**config.mk**
```make
export PLATFORM = sky130hd
export DESIGN_NAME = pipe_ctrl_unit
export DESIGN_NICKNAME = d
export VERILOG_FILES = /design/src/rtl/mips_ctrl_pkg.sv /design/src/rtl/ctrl_decoder.sv /design/src/rtl/pipe_ctrl_unit.sv
export SDC_FILE = /design/constraint.sdc
export NUM_CORES = 1
export LEC_CHECK = 0
export CAP_MARGIN = 20
export CORE_MARGIN = 4
export CORE_UTILIZATION = 41
export CTS_BUF_LIST = sky130_fd_sc_hd__clkbuf_8
export CTS_CLUSTER_SIZE = 25
export DETAILED_ROUTE_END_ITERATION = 16
export DONT_BUFFER_PORTS = 1
export HOLD_SLACK_MARGIN = 0.12
export PLACE_DENSITY = 0.67
export SYNTH_ARGS = -nofsm -noshare
export SYNTH_HDL_FRONTEND = slang
export SYNTH_HIERARCHICAL = 1
export SYNTH_SLANG_ARGS = --single-unit
```
**constraint.sdc**
```tcl
create_clock -name clk -period 1.8 [get_ports clk]
set_input_delay 0.27 -clock clk [delete_from_list [all_inputs] [get_ports clk]]
set_output_delay 0.27 -clock clk [all_outputs]
set_load 0.02 [all_outputs]
```
**src/rtl/mips_ctrl_pkg.sv**
```systemverilog
// Shared definitions for the pipelined MIPS main control.
// Contents:
//   OP_*        6-bit opcode constants
//   alu_op_e    3-bit ALU operation selector driven to EX
//   ex_ctrl_t   controls held in ID/EX
//   mem_ctrl_t  controls held in EX/MEM
//   wb_ctrl_t   controls held in MEM/WB
//   ctrl_t      full decoded bundle produced in ID
//   BUBBLE / EX_BUBBLE  all-zero bundles used for stall/flush/reset slots
package mips_ctrl_pkg;

  localparam logic [5:0] OP_RTYPE = 6'b000000;
  localparam logic [5:0] OP_J     = 6'b000010;
  localparam logic [5:0] OP_JAL   = 6'b000011;
  localparam logic [5:0] OP_BEQ   = 6'b000100;
  localparam logic [5:0] OP_BNE   = 6'b000101;
  localparam logic [5:0] OP_ADDI  = 6'b001000;
  localparam logic [5:0] OP_SLTI  = 6'b001010;
  localparam logic [5:0] OP_ANDI  = 6'b001100;
  localparam logic [5:0] OP_ORI   = 6'b001101;
  localparam logic [5:0] OP_LW    = 6'b100011;
  localparam logic [5:0] OP_SW    = 6'b101011;

  typedef enum logic [2:0] {
    ALU_ADD   = 3'b000,
    ALU_SUB   = 3'b001,
    ALU_FUNCT = 3'b010,
    ALU_AND   = 3'b011,
    ALU_OR    = 3'b100,
    ALU_SLT   = 3'b101
  } alu_op_e;

  typedef struct packed {
    logic    alu_src;
    logic    branch;
    logic    branch_ne;
    logic    link;
    alu_op_e alu_op;
    logic    mem_read;
    logic    mem_write;
    logic    mem_to_reg;
    logic    reg_write;
  } ex_ctrl_t;

  typedef struct packed {
    logic mem_read;
    logic mem_write;
    logic mem_to_reg;
    logic reg_write;
    logic link;
  } mem_ctrl_t;

  typedef struct packed {
    logic mem_to_reg;
    logic reg_write;
    logic link;
  } wb_ctrl_t;

  // valid: the opcode was recognised (an unknown opcode decodes to BUBBLE,
  // which also forces the destination register to 0).
  // reads_rt: the instruction sources rt, so rt takes part in hazard checks.
  typedef struct packed {
    logic     valid;
    logic     reg_dst;
    logic     jump;
    logic     reads_rt;
    ex_ctrl_t ex;
  } ctrl_t;

  localparam ex_ctrl_t EX_BUBBLE = '0;
  localparam ctrl_t    BUBBLE    = '0;

endpackage

```
**src/rtl/ctrl_decoder.sv**
```systemverilog
// Combinational opcode decoder for the ID stage.
// Ports:
//   op    in   6-bit opcode of the instruction in ID
//   ctrl  out  decoded control bundle (BUBBLE for unknown/disabled opcodes)
// Parameters EN_IMM / EN_BNE / EN_JAL gate the optional instruction subsets;
// a disabled opcode decodes exactly like an unknown one.
module ctrl_decoder
  import mips_ctrl_pkg::*;
#(
  parameter bit EN_IMM = 1'b1,
  parameter bit EN_BNE = 1'b1,
  parameter bit EN_JAL = 1'b1
) (
  input  logic [5:0] op,
  output ctrl_t      ctrl
);

  always_comb begin
    // NOTE: every field gets a default before the case so that no path
    // leaves a bit unassigned; an incomplete assignment here infers a latch.
    ctrl = BUBBLE;
    case (op)
      OP_RTYPE: begin
        ctrl.valid        = 1'b1;
        ctrl.reg_dst      = 1'b1;
        ctrl.reads_rt     = 1'b1;
        ctrl.ex.reg_write = 1'b1;
        ctrl.ex.alu_op    = ALU_FUNCT;
      end
      OP_LW: begin
        ctrl.valid         = 1'b1;
        ctrl.ex.alu_src    = 1'b1;
        ctrl.ex.mem_read   = 1'b1;
        ctrl.ex.mem_to_reg = 1'b1;
        ctrl.ex.reg_write  = 1'b1;
        ctrl.ex.alu_op     = ALU_ADD;
      end
      OP_SW: begin
        ctrl.valid        = 1'b1;
        ctrl.reads_rt     = 1'b1;
        ctrl.ex.alu_src   = 1'b1;
        ctrl.ex.mem_write = 1'b1;
        ctrl.ex.alu_op    = ALU_ADD;
      end
      OP_BEQ: begin
        ctrl.valid     = 1'b1;
        ctrl.reads_rt  = 1'b1;
        ctrl.ex.branch = 1'b1;
        ctrl.ex.alu_op = ALU_SUB;
      end
      OP_BNE: begin
        if (EN_BNE) begin
          ctrl.valid        = 1'b1;
          ctrl.reads_rt     = 1'b1;
          ctrl.ex.branch    = 1'b1;
          ctrl.ex.branch_ne = 1'b1;
          ctrl.ex.alu_op    = ALU_SUB;
        end
      end
      OP_ADDI, OP_ANDI, OP_ORI, OP_SLTI: begin
        if (EN_IMM) begin
          ctrl.valid        = 1'b1;
          ctrl.ex.alu_src   = 1'b1;
          ctrl.ex.reg_write = 1'b1;
          case (op)
            OP_ANDI: ctrl.ex.alu_op = ALU_AND;
            OP_ORI:  ctrl.ex.alu_op = ALU_OR;
            OP_SLTI: ctrl.ex.alu_op = ALU_SLT;
            default: ctrl.ex.alu_op = ALU_ADD;
          endcase
        end
      end
      OP_J: begin
        ctrl.valid = 1'b1;
        ctrl.jump  = 1'b1;
      end
      OP_JAL: begin
        if (EN_JAL) begin
          ctrl.valid        = 1'b1;
          ctrl.jump         = 1'b1;
          ctrl.ex.link      = 1'b1;
          ctrl.ex.reg_write = 1'b1;
        end
      end
      default: ;
    endcase
  end

endmodule

```
**src/rtl/pipe_ctrl_unit.sv**
```systemverilog
// Pipelined main control for the 5-stage MIPS core.
// Decodes the ID opcode, detects load-use hazards, and carries the control
// bundle through ID/EX, EX/MEM and MEM/WB.
// Ports:
//   clk, reset                   rising-edge clock, synchronous active-high reset
//   id_valid, id_op              IF/ID contents (valid flag, opcode)
//   id_rs, id_rt, id_rd          register fields in ID
//   flush                        taken branch resolved in EX; kill ID
//   stall                        hold PC and IF/ID (combinational)
//   id_jump                      j/jal redirect from ID (combinational)
//   ex_*                         ID/EX controls and write register
//   mem_*                        EX/MEM controls and write register
//   wb_*                         MEM/WB controls and write register
module pipe_ctrl_unit
  import mips_ctrl_pkg::*;
#(
  parameter int REG_AW   = 5,
  parameter bit EN_IMM   = 1'b1,
  parameter bit EN_BNE   = 1'b1,
  parameter bit EN_JAL   = 1'b1,
  parameter int LINK_REG = 31
) (
  input  logic              clk,
  input  logic              reset,
  input  logic              id_valid,
  input  logic [5:0]        id_op,
  input  logic [REG_AW-1:0] id_rs,
  input  logic [REG_AW-1:0] id_rt,
  input  logic [REG_AW-1:0] id_rd,
  input  logic              flush,
  output logic              stall,
  output logic              id_jump,
  output logic              ex_alu_src,
  output logic              ex_branch,
  output logic              ex_branch_ne,
  output logic              ex_link,
  output logic [2:0]        ex_alu_op,
  output logic [REG_AW-1:0] ex_dest,
  output logic              ex_mem_read,
  output logic              ex_mem_write,
  output logic              ex_mem_to_reg,
  output logic              ex_reg_write,
  output logic              mem_mem_read,
  output logic              mem_mem_write,
  output logic              mem_mem_to_reg,
  output logic              mem_reg_write,
  output logic              mem_link,
  output logic [REG_AW-1:0] mem_dest,
  output logic              wb_mem_to_reg,
  output logic              wb_reg_write,
  output logic              wb_link,
  output logic [REG_AW-1:0] wb_dest
);

  ctrl_t             id_ctrl;
  logic [REG_AW-1:0] id_dest;
  logic              hazard;
  logic              id_load;

  ex_ctrl_t          ex_q;
  logic [REG_AW-1:0] ex_dest_q;
  mem_ctrl_t         mem_q;
  logic [REG_AW-1:0] mem_dest_q;
  wb_ctrl_t          wb_q;
  logic [REG_AW-1:0] wb_dest_q;

  ctrl_decoder #(
    .EN_IMM (EN_IMM),
    .EN_BNE (EN_BNE),
    .EN_JAL (EN_JAL)
  ) u_decoder (
    .op   (id_op),
    .ctrl (id_ctrl)
  );

  // Unknown opcodes are bubbles, so their destination is 0 as well.
  always_comb begin
    if (!id_ctrl.valid)       id_dest = '0;
    else if (id_ctrl.ex.link) id_dest = REG_AW'(LINK_REG);
    else if (id_ctrl.reg_dst) id_dest = id_rd;
    else                      id_dest = id_rt;
  end

  // A load in EX whose target is needed in ID; $0 never causes a stall.
  assign hazard = ex_q.mem_read & id_valid & (ex_dest_q != '0) &
                  ((ex_dest_q == id_rs) |
                   ((ex_dest_q == id_rt) & id_ctrl.reads_rt));

  // A flush kills the ID instruction, so there is nothing left to hold.
  assign stall   = hazard & ~flush & ~reset;
  assign id_jump = id_valid & id_ctrl.jump & ~hazard & ~flush & ~reset;
  assign id_load = id_valid & ~stall & ~flush;

  // NOTE: pipeline state is updated with non-blocking assignments so every
  // stage samples its predecessor's pre-edge value; blocking assignments
  // here would let an instruction skip stages within one edge.
  always_ff @(posedge clk) begin
    if (reset) begin
      ex_q       <= EX_BUBBLE;
      ex_dest_q  <= '0;
      mem_q      <= '0;
      mem_dest_q <= '0;
      wb_q       <= '0;
      wb_dest_q  <= '0;
    end else begin
      ex_q       <= id_load ? id_ctrl.ex : EX_BUBBLE;
      ex_dest_q  <= id_load ? id_dest    : '0;
      mem_q      <= '{mem_read:   ex_q.mem_read,
                      mem_write:  ex_q.mem_write,
                      mem_to_reg: ex_q.mem_to_reg,
                      reg_write:  ex_q.reg_write,
                      link:       ex_q.link};
      mem_dest_q <= ex_dest_q;
      wb_q       <= '{mem_to_reg: mem_q.mem_to_reg,
                      reg_write:  mem_q.reg_write,
                      link:       mem_q.link};
      wb_dest_q  <= mem_dest_q;
    end
  end

  assign ex_alu_src     = ex_q.alu_src;
  assign ex_branch      = ex_q.branch;
  assign ex_branch_ne   = ex_q.branch_ne;
  assign ex_link        = ex_q.link;
  assign ex_alu_op      = ex_q.alu_op;
  assign ex_dest        = ex_dest_q;
  assign ex_mem_read    = ex_q.mem_read;
  assign ex_mem_write   = ex_q.mem_write;
  assign ex_mem_to_reg  = ex_q.mem_to_reg;
  assign ex_reg_write   = ex_q.reg_write;

  assign mem_mem_read   = mem_q.mem_read;
  assign mem_mem_write  = mem_q.mem_write;
  assign mem_mem_to_reg = mem_q.mem_to_reg;
  assign mem_reg_write  = mem_q.reg_write;
  assign mem_link       = mem_q.link;
  assign mem_dest       = mem_dest_q;

  assign wb_mem_to_reg  = wb_q.mem_to_reg;
  assign wb_reg_write   = wb_q.reg_write;
  assign wb_link        = wb_q.link;
  assign wb_dest        = wb_dest_q;

endmodule

```
Word level (Yosys, flattened, before mapping). Cells that the tools add are included.

Flip-flop bits (word level): 32. Logic and storage cells: 75.

Eq/ne operators: 12. Mux-type cells: 15. Bitwise operators: 19. Reductions and logical operators: 11.

Operator list (number): == test 6 x 4 -> 1 bit, second input constant (4); case mux 3 bit (3 select lines) (2); bitwise AND 1 bit (12); == test 6 x 2 -> 1 bit, second input constant (2); == test 6 x 3 -> 1 bit, second input constant (2); == test 6 bit, second input constant (2); 2-to-1 mux 1 bit (11); OR reduction 11 bit (1); == test 5 bit (2); 2-to-1 mux 5 bit (2); OR reduction 4 bit (2); OR reduction 7 bit (1); logical NOT 6 bit (1); NOT 1 bit (6); OR reduction 2 bit (3); OR reduction 6 bit (1); nonzero test 5 bit (1); OR reduction 3 bit (1); OR 1 bit (1).

Longest topological paths before layout.
Depth after elaboration: 13. Depth in mapped cells: 8. Mapped depth without buffers: 6.

Hierarchy. Netlist, hierarchy kept.

By module, submodules not included: pipe_ctrl_unit (times used 1, cells an instance 118, area each 1244.9 um^2, sequential area each 680.7 um^2); ctrl_decoder (times used 1, cells an instance 49, area each 325.3 um^2, sequential area each 0.0 um^2).

Worst setup path before layout. OpenSTA, ideal clock, no wires.

Kind: flip-flop to output port. From: register ex_dest_q[0], in the netlist ex_dest[0]. To: output port id_jump. Data arrival time: 1.594 ns. Setup slack: -0.064 ns. Stages on the path, launching flop included: 6. Buffers on the path: 2. Path through: dfxtp_1 > or3_1 > o311a_1 > buf_6 > buf_12 > a21oi_2.

Cells in the longest elaborated chain, start to end: 8. Elaborated cells on any way between the ends: 11.

Ends and longest elaborated chain: start: declaration (RTL line pipe_ctrl_unit.sv:61) `logic [REG_AW-1:0] ex_dest_q;`; start signal: assignment (RTL line pipe_ctrl_unit.sv:107) `ex_dest_q <= id_load ? id_dest : '0;`; == test 5 bit (RTL line pipe_ctrl_unit.sv:87) `((ex_dest_q == id_rt) & id_ctrl.reads_rt));`; bitwise AND 1 bit (RTL line pipe_ctrl_unit.sv:87); OR 1 bit (RTL line pipe_ctrl_unit.sv:86) `((ex_dest_q == id_rs) |`; bitwise AND 1 bit (*) (RTL line pipe_ctrl_unit.sv:85) `assign hazard = ex_q.mem_read & id_valid & (ex_dest_q != '0) &`; NOT 1 bit (*) (RTL line pipe_ctrl_unit.sv:91) `assign id_jump = id_valid & id_ctrl.jump & ~hazard & ~flush & ~reset;`; bitwise AND 1 bit (*) (3 in a row) (RTL line pipe_ctrl_unit.sv:91); end: declaration (RTL line pipe_ctrl_unit.sv:32) `output logic id_jump,`.

Mark *: on every way between the ends. The rest lies on a longest branch, timed or not.

Worst setup path after layout. Ends and elaborated chain as after synthesis.

==> flow_summary.yaml <==
outcome:
  status: "finished with violations"
  failed_checks: "setup timing"
critical_path:
  path_class: "reg2out"
  crit_path_start_kind: "flip-flop"
  cp-end-kind: "output pin"
  critical_path.max_fanout: 3
  crit_start: "ex_dest[0]$_SDFF_PP0_"
  worst_ep_arrival_time_ns: 1.56
  reg2reg_from: "ex_dest[0]$_SDFF_PP0_"
  required_ns: 1.53
route:
  drt_iter0_drc: 39
  wl_per_cell_um: 15.47
  totalWireLength_um: 3511
  first_pass_iters: 4
  vias_per_cell: 5.159
  drtAntennaViolNets: 0
  drc: 0
  vias: 1171
grt:
  antenna_found_initial: 0
  grt_max_degree: 19
  gr-total-overflow: 0
  grt.total_usage_pct: 13.92
  grt_pass1_wl_um: 5382
  grt_pass1_vias: 1132
timing:
  whs_ns: 0.1400
  finalCriticalPeriod_ns: 1.835
  fin_crit_sh_pct: 101.9
  setup_viol: 2
  worst_slew_pin_slew_ns: 0.6342
  rsz0062_at_grt: "yes"
  slew_headroom_pct: 57.58
  tns_ns: -0.04101
  finClkSkew_ns: 0.003003
  slew_viol_final: 0
  fin_ws_ns: -0.03489
  fmax_mhz: 545.0
  final_hold_viol_count: 0
synthesis:
  synth_edf_count: 0
  synthMuxAreaShare_pct: 0
  synth-compound-area-share_pct: 16.89
  synth-main-ff-cell: "dfxtp_1"
  synth-simple-area-share_pct: 27.33
  synth_seq_cells: 34
  synthXorXnorAreaFrac_pct: 5.578
  synth_area_um2: 1570
  synth_cell_type_count: 36
  synth-async-reset-ratio_pct: 0
  ys_seq_area_share_pct: 43.35
  synthAdderAreaFrac_pct: 0
  syn_inst: 167
  ys.warnings.count: 6
  synth_top_family_by_area: "simple AND/OR/NAND/NOR gates"
  syn-num-nets: 192
  synth.avg_cell_area_um2: 9.403
power_and_ir_drop:
  clkPwrFrac_pct: 39.5
  switchingPower_uw: 307.7
  swShare_pct: 21.66
  pwr-share-seq_pct: 53.5
  irDropWorstVdd_uv: 246.1
  comb_power_share_pct: 6.9
  p_leak_nw: 0.6501
  p_int_mw: 1.113
  powerDensity_nw_per_um2: 770.8
floorplan:
  fp.dieArea_um2: 4884
  ioPinCount: 61
  dieHeight_um: 69.89
  die_x_um: 69.89
  num_rows: 22
  initial_core_util_pct: 42.57
  coreArea_um2: 3689
cts:
  cts-root-buf: "clkbuf_8"
  clk_pin_slew_ns: 0.07
  cts_tree: "yes"
  clockBufferDepth: 2
  numCtsBuffers: 5
  clk_latency_ns: 0.28
  cts.sinks: 34
  htreeDepth: 2
place:
  placed_cell_area_um2: 1634
  dpl.hpwl_um: 2562
  dp_slack_ns: 0.1217
  port-buffer-count: 0
  dp.cells: 213
  place.gp.congestion: 0.7456
cells_and_area:
  final_common_cell: "dfxtp_1"
  fin_nets: 203
  areaGrowthSynthToFinish_pct: 17.37
  design_area_um2: 1843
  antenna_cells: 0
  drive_gt1_share_pct: 30.73
  filler_cell_count: 341
  instances_no_fill: 227
  final_cell_mix: "dfxtp_1 (29), nor2b_1 (24), nand2_1 (19), buf_4 (14), a21oi_2 (11)"
flow_run:
  max_cap_violations: 0
worst_hold_path:
  hold_start: "id_op[4]"
  hold_class: "in2reg"
==> through the flow <==
step / total power, mW / utilization [%]
after floorplan: 0.8677 / -
after global placement: 0.8557 / 44.30
after detailed placement: 0.8579 / 44.30
after CTS: 1.422 / 47.93
after global routing: 1.480 / 49.97
final: 1.421 / 49.97
==> cell type report <==
cell class | instances | area [um2] | share of cell area, %
Sequential cell | 34 | 686.9 | 37.27
Multi-Input combinational cell | 119 | 843.3 | 45.76
Clock inverter | 2 | 12.51 | 0.6789
Tap cell | 48 | 60.06 | 3.259
Timing Repair Buffer | 18 | 157.7 | 8.554
Clock buffer | 6 | 82.58 | 4.481
==> cell families after synthesis <==
family / after synthesis
AOI/OAI and AO/OA: 34
xor gates and xnor gates: 10
buffers and inverters: 14
DFF: 34
and+or+nand+nor: 75
==> routing by layer <==
layer  share of wire [%]  GRT usage [%]
met1                  41          14.92
met4                 2.1          8.298
met2                  47          22.35
met5                   0              0
met3                  10          6.331
==> worst max-delay path: stages (launching register included) <==
cell     delay, ns
dfxtp_2       0.33
or3_4         0.38
o311a_4       0.34
a21oi_4       0.24
==> power by group through the flow <==
stage	logic [mW]	clock network, mW	registers [mW]
after floorplan	0.0893	0	0.778
after global placement	0.0786	0	0.777
after detailed placement	0.0807	0	0.777
after CTS	0.0889	0.573	0.760
after global routing	0.106	0.614	0.760
final	0.0982	0.562	0.761
==> path summary, 6_finish.rpt <==
kind / cells past startpoint / slack (ns) / endpoint
worst max-delay path: 3 / -0.03 / id_jump
worst min-delay path: 3 / 0.14 / ex_reg_write$_SDFF_PP0_
worst max register to register: 5 / 0.17 / ex_reg_write$_SDFF_PP0_
worst min register to register: 1 / 0.53 / mem_dest[3]$_SDFF_PP0_
==> timing repair <==
| item | in CTS | in global routing |
|---|---|---|
| endpoints found under the setup margin | 2 | 2 |
| buffers inserted | 1 | 4 |
| hold buffers | 1 | 0 |
| pin swaps | 3 | 8 |
| resized for setup | 4 | 11 |
| cloned | 0 | 0 |
| hold endpoints to repair | 18 | 0 |
==> cells in the mapped netlist (4+ instances only) <==
master	number	area share, %
a211oi_1	10	4.8
a21oi_1	6	1.9
a21oi_2	12	6.7
buf_2	4	1.3
dfxtp_1	34	43
nand2_1	20	4.8
nor2_1	7	1.7
nor2b_1	24	9.6
nor3_1	4	1.3
xnor2_1	10	5.6
(Power assumes the default switching activity.)
